===== src/rtl/mul_8bit_seq.sv =====
// -----------------------------------------------------------------------------
// mul_8bit_seq
//   Sequential 8x8 unsigned shift-and-add multiplier with a 16-bit product.
//   A single 8-bit ripple-carry adder (adder_8bit) does all the arithmetic.
//   Each RUN cycle adds the multiplicand into the high half when the current
//   multiplier LSB is set, then shifts {carry, sum, multiplier} right by one.
//   The operation takes 8 iterations, then a one-cycle done pulse is produced.
//
// Ports (mul_8bit_seq):
//   clk    in   1   clock, rising edge
//   rst_n  in   1   asynchronous active-low reset
//   start  in   1   multiply request, sampled only while idle
//   A      in   8   multiplicand, captured on the accepted start edge
//   B      in   8   multiplier, captured on the accepted start edge
//   busy   out  1   high while an operation is running or completing
//   done   out  1   one-cycle pulse, P valid while high
//   P      out 16   registered product, held until next accepted start/reset
//
// Ports (adder_8bit):
//   A, B   in   8   addends
//   C_in   in   1   carry in
//   S      out  8   sum
//   C_out  out  1   carry out
// -----------------------------------------------------------------------------

module adder_8bit (
   input  logic [7:0] A,
   input  logic [7:0] B,
   input  logic       C_in,
   output logic [7:0] S,
   output logic       C_out
);

   logic [8:0] carry;

   assign carry[0] = C_in;

   generate
      for (genvar gi = 0; gi < 8; gi++) begin : g_fa
         assign S[gi]       = A[gi] ^ B[gi] ^ carry[gi];
         assign carry[gi+1] = (A[gi] & B[gi]) | (carry[gi] & (A[gi] ^ B[gi]));
      end
   endgenerate

   assign C_out = carry[8];

endmodule

module mul_8bit_seq (
   input  logic        clk,
   input  logic        rst_n,
   input  logic        start,
   input  logic [7:0]  A,
   input  logic [7:0]  B,
   output logic        busy,
   output logic        done,
   output logic [15:0] P
);

   typedef enum logic [1:0] {
      IDLE = 2'd0,
      RUN  = 2'd1,
      DONE = 2'd2
   } state_t;

   state_t      state_reg, state_next;
   logic [7:0]  m_reg,     m_next;
   logic [7:0]  q_reg,     q_next;
   logic [7:0]  acc_reg,   acc_next;
   logic [3:0]  cnt_reg,   cnt_next;
   logic [15:0] p_reg,     p_next;

   logic [7:0]  add_b;
   logic [7:0]  sum;
   logic        c_out;
   logic [15:0] shifted;

   // Add the multiplicand only when the current multiplier bit is set.
   assign add_b = q_reg[0] ? m_reg : 8'h00;

   adder_8bit u_adder (
      .A     (acc_reg),
      .B     (add_b),
      .C_in  (1'b0),
      .S     (sum),
      .C_out (c_out)
   );

   // The 9-bit {carry, sum} cannot overflow (ACC + M <= 0x1FE), so the carry
   // simply becomes the new MSB of the product after the right shift.
   assign shifted = {c_out, sum, q_reg[7:1]};

   always_comb begin
      state_next = state_reg;
      m_next     = m_reg;
      q_next     = q_reg;
      acc_next   = acc_reg;
      cnt_next   = cnt_reg;
      p_next     = p_reg;

      case (state_reg)
         IDLE: begin
            if (start) begin
               m_next     = A;
               q_next     = B;
               acc_next   = 8'h00;
               cnt_next   = 4'd0;
               state_next = RUN;
            end
         end
         RUN: begin
            acc_next = shifted[15:8];
            q_next   = shifted[7:0];
            cnt_next = cnt_reg + 4'd1;
            if (cnt_reg == 4'd7) begin
               p_next     = shifted;
               state_next = DONE;
            end
         end
         DONE: begin
            state_next = IDLE;
         end
         default: begin
            state_next = IDLE;
         end
      endcase
   end

   always_ff @(posedge clk or negedge rst_n) begin
      if (!rst_n) begin
         state_reg <= IDLE;
         m_reg     <= 8'h00;
         q_reg     <= 8'h00;
         acc_reg   <= 8'h00;
         cnt_reg   <= 4'd0;
         p_reg     <= 16'h0000;
      end else begin
         state_reg <= state_next;
         m_reg     <= m_next;
         q_reg     <= q_next;
         acc_reg   <= acc_next;
         cnt_reg   <= cnt_next;
         p_reg     <= p_next;
      end
   end

   // Outputs come from registered state only.
   assign busy = (state_reg != IDLE);
   assign done = (state_reg == DONE);
   assign P    = p_reg;

endmodule


===== config.mk =====
export PLATFORM = sky130hd
export DESIGN_NAME = mul_8bit_seq
export DESIGN_NICKNAME = d
export VERILOG_FILES = /design/src/rtl/mul_8bit_seq.sv
export SDC_FILE = /design/constraint.sdc
export NUM_CORES = 1
export LEC_CHECK = 0
export ABC_AREA = 1
export BUFFER_PORTS_ARGS = -buffer_cell sky130_fd_sc_hd__buf_2
export CORE_UTILIZATION = 30
export DETAILED_ROUTE_END_ITERATION = 16
export MAX_ROUTING_LAYER = met4
export PLACE_DENSITY_LB_ADDON = 0.25
export SYNTH_ARGS = -nofsm -noshare
export SYNTH_HDL_FRONTEND = slang
export SYNTH_SLANG_ARGS = --single-unit

===== constraint.sdc =====
create_clock -name clk -period 5.3 [get_ports clk]
set_input_delay 0.265 -clock clk [delete_from_list [all_inputs] [get_ports clk]]
set_output_delay 0.265 -clock clk [all_outputs]
set_load 0.05 [all_outputs]

# Yosys cells after proc, flatten, opt, wreduce, memory -nomap -nowiden
# Cells that the tools add are included.
word_totals:
  regBits: 46
op_classes:
  addsub: 1
  muxes: 10
  reduce_logical: 7
  n_bitwise: 37
  eq_ne: 5
ops:
  columns: ["op", "count"]
  rows:
  - ["$pmux 8 s2", 2]
  - ["$mux 8", 3]
  - ["$and 1x1->1", 15]
  - ["$xor 1x1->1", 15]
  - ["$pmux 4 s2", 1]
  - ["$reduce_and 2->1", 4]
  - ["$or 1x1->1", 7]
  - ["$add 4x1->4 const B", 1]
  - ["$eq 4x3->1 const B", 1]
  - ["$mux 2", 2]
  - ["$mux 4", 1]
  - ["$ne 2x2->1 const B", 2]
  - ["$pmux 2 s2", 1]
  - ["$reduce_bool 2->1", 2]
  - ["$eq 2x1->1 const B", 1]
  - ["$eq 2x2->1 const B", 1]
  - ["$logic_not 2->1", 1]

# Depth between registers and ports, before layout
# Gate-level depths: netlist of the first run.
depth:
  ltp_word: 17
  ltp_mapped: 17

# By module
# From an unflattened synthesis of the first run, not the netlist that was laid out.
hier_totals:
  cells_unflattened: 267
  hier_area_um2: 2198.4
modules_own_cells:
  columns: ["module", "instances", "area_per_inst_um2", "cells_per_inst"]
  rows:
  - ["mul_8bit_seq", 1, 2000.7, 249]
  - ["adder_8bit", 1, 197.7, 18]

# Least setup slack after synthesis of the first run
# Ideal clock, no wire load.
synth_path:
  kind: "flip-flop to flip-flop"
  startpoint: "register q_reg[0]"
  endpoint: "register p_reg[14], in the netlist P[14]"
  synth_period_minus_slack_ps: 3655
  required_ps: 5182
  t_arrival_ps: 3537
  setup_slack_ps: 1645
  stages_incl_launch_ff: 18
  cell_sequence: "dfrtp_1 -> clkbuf_1 -> nand2_1 -> inv_1 -> ha_1 -> inv_1 -> fa_1 -> fa_1 -> fa_1 -> inv_1 -> fa_1 -> inv_1 -> fa_1 -> fa_1 -> fa_1 -> inv_1 -> nand2_1 -> nand2_1"
synth_via:
  elab_chain_len: 15
  elab_cells_between_ends: 28
  classes_between: "mux: 1; bitwise: 27"
synth_rtl:
  columns: ["element", "line", "rtl"]
  rows:
  - ["start: declaration", "68", "logic [7:0] q_reg, q_next;"]
  - ["start signal: assignment", "140", "q_reg <= q_next;"]
  - ["$mux 8 *", "79", "assign add_b = q_reg[0] ? m_reg : 8'h00;"]
  - ["$and 1x1->1 or $xor 1x1->1 (tied branches)", "41", "assign carry[gi+1] = (A[gi] & B[gi]) | (carry[gi] & (A[gi] ^ B[gi]));"]
  - ["$and 1x1->1", "41", null]
  - ["$or 1x1->1", "41", null]
  - ["$and 1x1->1", "41", null]
  - ["$or 1x1->1", "41", null]
  - ["$and 1x1->1", "41", null]
  - ["$or 1x1->1", "41", null]
  - ["$and 1x1->1", "41", null]
  - ["$or 1x1->1", "41", null]
  - ["$and 1x1->1", "41", null]
  - ["$or 1x1->1", "41", null]
  - ["$and 1x1->1", "41", null]
  - ["$or 1x1->1", "41", null]
  - ["$xor 1x1->1 *", "40", "assign S[gi] = A[gi] ^ B[gi] ^ carry[gi];"]
  - ["end signal: assignment", "143", "p_reg <= p_next;"]
  - ["end: declaration", "71", "logic [15:0] p_reg, p_next;"]
# Every way passes the cells marked *; elsewhere a longest branch is shown, timed or not.
# A chain may end at the register's enable or synchronous reset.

# Worst setup path in the final report of the first run
# Same ends and word-level chain as after synthesis.

==> metrics.md, run 1 <==
| Metric | Value |
|---|---|
| CTS clock-pin slew for the worst setup and hold paths | 0.08 ns |
| Worst-path cell chain | nand2_1 > inv_1 > ha_1 > inv_1 > fa_1 > fa_1 > fa_1 > inv_1 > fa_1 > inv_1 > fa_1 > fa_1 > fa_1 > inv_1 > nand2_1 > nand2_1 |
| Number of fill cells in the layout | 743 |
| CP Class | reg -> reg |
| Max reg flops | 16 |
| Nets | 319 |
| Synth area leader | dfrtp_1 |
| Hold Buf Count CTS | 0 |
| DRC | 0 |
| Leak | 0.00135 uW |
| Cell-internal power | 783 uW |
| DIE AREA | between 7000 and 8000 um2 |
| Hpwl dp | 3.14 mm |
| Yosys top cell area share | 53.4% |
| Vias | 1672 |
| Critical path required time | between 5 and 6 ns |
| Post-synthesis async set-or-reset flop share | 100% |
| Hold slack final | 0.142 ns |
| CP most frequent cell | fa_1 |
| Critical-path top delay cell | fa_1 |
| Root Buffer | clkbuf_8 |
| Flops & latches, synth | 46 |
| Setup-failing EPs final | 0 |
| Final Skew | ~0.0084 ns |
| PD cells | 601 nW/um2 |
| Status | completed |
| Layout Cells excl Fill | 387 |
| Worst vdd ir | 0.190 mV |
| Delay of the slowest critical-path stage | 0.51 ns |
| Die extent in y | around 87 um |
| CTS tree | built |
| Critical path fanouts, max | 9 |
| Slew @ Worst Pin | between 1 and 1.5 ns |
| Layout Cell Area excl Fill | ~2500 um2 |
| Slew margin rel. | 31.4% |
| Critical path depth | 16 |
| Top-count cell post-synth | nand2_1 |
| Starting density of the core | approximately a third |
| # resized after CTS | 0 |
| CP arrival | about 3.9 ns |
| Die width | slightly below 90 um |
| CTS H-Tree Depth | 2 |
| Avg Synthesized Cell Area | 8.39 um2 |
| Max-slew violations | 0 |
| Worst-skew pair later-pin latency | around 0.30 ns |
| Sw Ratio | between 40% and 50% |
| FMAX | around 0.27 GHz |
| Syn Std Cell Area | 2160 um2 |
| Final-report hold violation count | 0 |
| Initial DRC Count | 72 |
| Gr usage total | 14.3% |
| Critical Path Sink Type | register |
| Post-layout min period | 3.72 ns |
| Largest net degree at the start of global routing | 47 |
| DR WL/cell | 11.8 um |
| R2r worst-path depth | 16 |
| P&R area growth vs syn | 15.0% |
| Worst setup SP type | register |
| Layout cell share with drive strength beyond 1 | around 16% |
| Max_cap viols | 0 |
| Hold Path Class | in -> async |
| Ys Warns | 0 |
| Initial antenna violation count | 0 |
| GR peak layer | met2 |
| Global Route met2 Usage | 22.0% |
| Routed WL | between 4 and 5 mm |
| Final TNS setup | 0 ns |
| Post-synth top flop | dfrtp_1 |
| Synthesized Nets | 285 |
| Drt pass-1 iters | 4 |
| Ant. Diodes | 0 |
| Final Cycle Share | 70.3% |
| Grt met3 use | 2.95% |
| Post-synthesis cell count | around 260 |
| Post-synth EDFFs | 0 |
| Clock Power Share | 13.6% |
| Synth cell types | 20 |
| Comb pwr share | 45.6% |
| RePlAce Congestion | 0.786 |
| Seq pwr share | 40.8% |
| Cells after DPL | between 300 and 400 |
| Setup Fix Bufs, Post-CTS | 0 |
| Sequential area share after synthesis | around 53% |
| Cell Rows | 30 |
| Switching pwr | 708 uW |
| Grt ovf | 0 |
| Vias in the first global route | roughly 1700 |
| CTS Sinks | 46 |
| Total CTS buffers | 5 |
| ANT nets after route | 0 |
| Io pins | 37 |
| Placeable Area | 6870 um2 |
| First-pass GRT wire length | 8.02 mm |
| RSZ-0062 raised after global routing | false |
| DP Area | 2400 um2 |
| Critical path buffers and inverters | 5 |
| Port Buffers | 36 |
| Synth area leaders | dfrtp_1 53%, nand2_1 23%, fa_1 6.5%, nand3_1 4.4%, inv_1 3.7% |
| Crit-path leading delay family | adder cells |
| Routing usage on met1 | 18.7% |
| CTS max path bufs | 2 |
| Commonest cells post-synth | 130 x nand2_1, 46 x dfrtp_1, 21 x inv_1 |
| Via/cell ratio | around 4.3 |
==> per-layer routing <==
metal,up-vias,share of wire (%)
li1,847,-
met1,779,50
met2,37,44
met3,9,3.4
met4,0,2.1
met5,-,0
==> stage by stage <==
step	power, uW	utilization [%]	worst slack, ns
3_5_place_dp	1300	35.0	1.57
4_1_cts	1510	36.1	1.58
6_report	1490	36.1	1.58
3_3_place_gp	1300	35.0	1.66
2_1_floorplan	1130	-	1.65
5_1_grt	1630	36.1	1.35
==> final timing paths <==
kind	startpoint	endpoint	slack [ns]
hold / removal	rst_n	P[5]$_DFFE_PN0P_	0.14
min in group clk	A[4]	m_reg[4]$_DFFE_PN0P_	0.19
setup / recovery	q_reg[0]$_DFFE_PN0P_	P[14]$_DFFE_PN0P_	1.58
setup reg to reg	q_reg[0]$_DFFE_PN0P_	P[14]$_DFFE_PN0P_	1.58
hold reg to reg	P[0]$_DFFE_PN0P_	P[0]$_DFFE_PN0P_	0.48
max in group asynchronous	rst_n	P[7]$_DFFE_PN0P_	4.52
==> power by group through the flow <==
| stage | clock, uW | sequential [uW] | combinational, uW |
|---|---|---|---|
| 6_report | 203 | 608 | 679 |
| 5_1_grt | 225 | 629 | 772 |
| 4_1_cts | 213 | 609 | 691 |
| 3_5_place_dp | 0 | 614 | 690 |
| 3_3_place_gp | 0 | 612 | 685 |
| 2_1_floorplan | 0 | 752 | 381 |
==> cell families (layout without fill, tap and decap cells) <==
logic type | after synthesis | count (layout) | share of synthesized area, %
DFF | 46 | 46 | 53.4
AOI/OAI and AO/OA | 12 | 12 | 2.96
buffers and inverters | 32 | 66 | 6.50
adders and majority gates | 9 | 9 | 7.66
and+or+nand+nor | 158 | 158 | 29.5
==> cell type report <==
class	count	area [um2]	area share (%)
inverter	23	86.3	3.48
clock buffer	7	76.3	3.08
multi-input combinational	179	866	34.9
timing repair buffer	36	180	7.27
sequential	46	1150	46.4
tap	96	120	4.84
==> placed cells by master (no fill, tap or decap) <==
cell      count
inv_1        21
buf_2        36
clkbuf_8      5
o21ai_1       1
fa_1          7
nand2_1     130
clkinv_1      1
clkbuf_1      2
nand4_1       1
dfrtp_1      46
o21ai_2       1
nor2_1        3
inv_2         1
ha_1          2
nand2_2       3
o21ai_0      10
nor2_4        1
nor2_2        1
nand3_1      19
No activity file was read; power rests on OpenSTA's default activity.
==> run 2: changes to the inputs <==
==> constraint.sdc (replaced) <==
create_clock -name clk -period 3.5 [get_ports clk]
set_input_delay 0.175 -clock clk [delete_from_list [all_inputs] [get_ports clk]]
set_output_delay 0.175 -clock clk [all_outputs]
set_load 0.05 [all_outputs]
==> metrics.md, run 2 (synthesis results as in run 1) <==
| Metric | Value |
|---|---|
| Final Cycle Share | a little over nine tenths |
| DRC | 0 |
| Hold Path Class | in -> async |
| Final Skew | about 0.0082 ns |
| Placeable Area | 6870 um2 |
| Vias | 1673 |
| # resized after CTS | 0 |
| Commonest non-fill, non-tap cell in the layout | nand2_1 |
| RSZ-0062 raised after global routing | false |
| Final TNS setup | 0 ns |
| CTS clock-pin slew for the worst setup and hold paths | 0.08 ns |
| Critical path required time | ~3.7 ns |
| Worst vdd ir | 0.314 mV |
| Setup-failing EPs final | 0 |
| Critical path fanouts, max | 3 |
| RePlAce Congestion | 0.770 |
| Via/cell ratio | 4.30 |
| CP Class | reg -> reg |
| Final core utilization | between 30% and 40% |
| Gr usage total | approximately 14% |
| Largest net degree at the start of global routing | 47 |
| Worst-path cell chain | nand2_1 > inv_1 > ha_1 > inv_1 > fa_2 > fa_2 > fa_2 > inv_1 > fa_1 > inv_1 > fa_2 > fa_2 > fa_1 > inv_1 > nand2_1 > nand2_1 |
| CTS Sinks | between 40 and 50 |
| Global Route met2 Usage | 21.1% |
| CP arrival | 3.53 ns |
| Grt ovf | 0 |
| Starting density of the core | 31.4% |
| DIE AREA | 7530 um2 |
| ANT nets after route | 0 |
| Total CTS buffers | 5 |
| Nets | 321 |
| CTS max path bufs | 2 |
| CTS tree | built |
| Critical path buffers and inverters | 5 |
| Layout cell share with drive strength beyond 1 | around a fifth |
| Number of fill cells in the layout | 751 |
| CTS H-Tree Depth | 2 |
| Worst-skew pair later-pin latency | 0.30 ns |
| Routing usage on met1 | 19.4% |
| Final-report hold violation count | 0 |
| Critical Path Sink Type | register |
| Crit-path leading delay family | adder cells |
| Post-layout min period | about 3.3 ns |
| Ant. Diodes | 0 |
| Max reg flops | 16 |
| Slew margin rel. | approximately 31% |
| Cell Rows | 30 |
| GR peak layer | met2 |
| PD cells | 905 nW/um2 |
| Drt pass-1 iters | 4 |
| Leak | 0.00137 uW |
| Delay of the slowest critical-path stage | 0.50 ns |
| Worst setup SP type | register |
| Commonest non-fill, non-tap cells in the layout | 130 x nand2_1, 46 x dfrtp_1, 36 x buf_2 |
| Status | completed |
| Routed WL | 4.62 mm |
| Setup Fix Bufs, Post-CTS | 0 |
| FMAX | 0.300 GHz |
| Initial DRC Count | 110 |
| Io pins | 37 |
| Slew @ Worst Pin | 1.03 ns |
| Vias in the first global route | 1636 |
| DR WL/cell | 11.9 um |
| Hold Buf Count CTS | 0 |
| Root Buffer | clkbuf_8 |
| Grt met3 use | under 10% |
| Initial antenna violation count | 0 |
| Port Buffers | 36 |
| Tot Pwr | 2270 uW |
| P&R area growth vs syn | 16.4% |
| Critical-path top delay cell | fa_1 |
| Max_cap viols | 0 |
| Max-slew violations | 0 |
| First-pass GRT wire length | 8.00 mm |
| Hpwl dp | 3.07 mm |
| Die width | 86.8 um |
| Die extent in y | 86.8 um |
[run 2: cell type report]
class	count	area, um2	area share [%]
flip-flops and latches	46	1150	45.9
multi-input cells	179	878	35.0
repair buffers	38	195	7.78
well taps	96	120	4.79
inverters	23	86.3	3.44
clock buffers	5	68.8	2.74
clock inverters	2	10.0	0.399
[run 2: worst paths after layout]
check	from	endpoint	slack [ns]	cells after the start
max in group asynchronous	rst_n	P[0]$_DFFE_PN0P_	2.81	1
min in group clk	A[7]	m_reg[7]$_DFFE_PN0P_	0.10	3
setup reg to reg	q_reg[0]$_DFFE_PN0P_	P[14]$_DFFE_PN0P_	0.17	16
setup / recovery	q_reg[0]$_DFFE_PN0P_	P[14]$_DFFE_PN0P_	0.17	16
hold / removal	rst_n	P[7]$_DFFE_PN0P_	0.05	1
hold reg to reg	P[7]$_DFFE_PN0P_	P[7]$_DFFE_PN0P_	0.48	2
[run 2: metrics by stage]
step	area [um2]	hold WS [ns]	std cells	worst slack [ns]
5_1_grt	2510	0.112	389	0.0273
3_5_place_dp	2420	0.413	382	0.0498
2_1_floorplan	2170	-0.121	257	0.0293
6_report	2510	0.0550	389	0.169
3_3_place_gp	2420	0.410	382	0.0810
4_1_cts	2500	0.0922	389	0.0312
[run 2: routing by layer]
layer / vias up / share of wire (%)
li1: 860 / -
met1: 776 / 49
met2: 33 / 46
met3: 4 / 3.8
met4: 0 / 0.82
met5: - / 0
[run 2: report_power, final]
| part | internal (uW) | switching [uW] | leakage (uW) |
|---|---|---|---|
| sequential | 756 | 156 | 0.000584 |
| clock | 134 | 172 | 0.0000438 |
| combinational | 307 | 746 | 0.000745 |
[run 2: worst reg2reg max path: stages (launching register included)]
cell and delay, ns:
dfrtp_1 0.37, nand2_1 0.05, inv_1 0.05, ha_1 0.12, inv_1 0.05, fa_2 0.33
fa_2 0.35, fa_2 0.32, inv_1 0.07, fa_1 0.15, inv_1 0.05, fa_2 0.33
fa_2 0.34, fa_1 0.50, inv_1 0.04, nand2_1 0.06, nand2_1 0.05
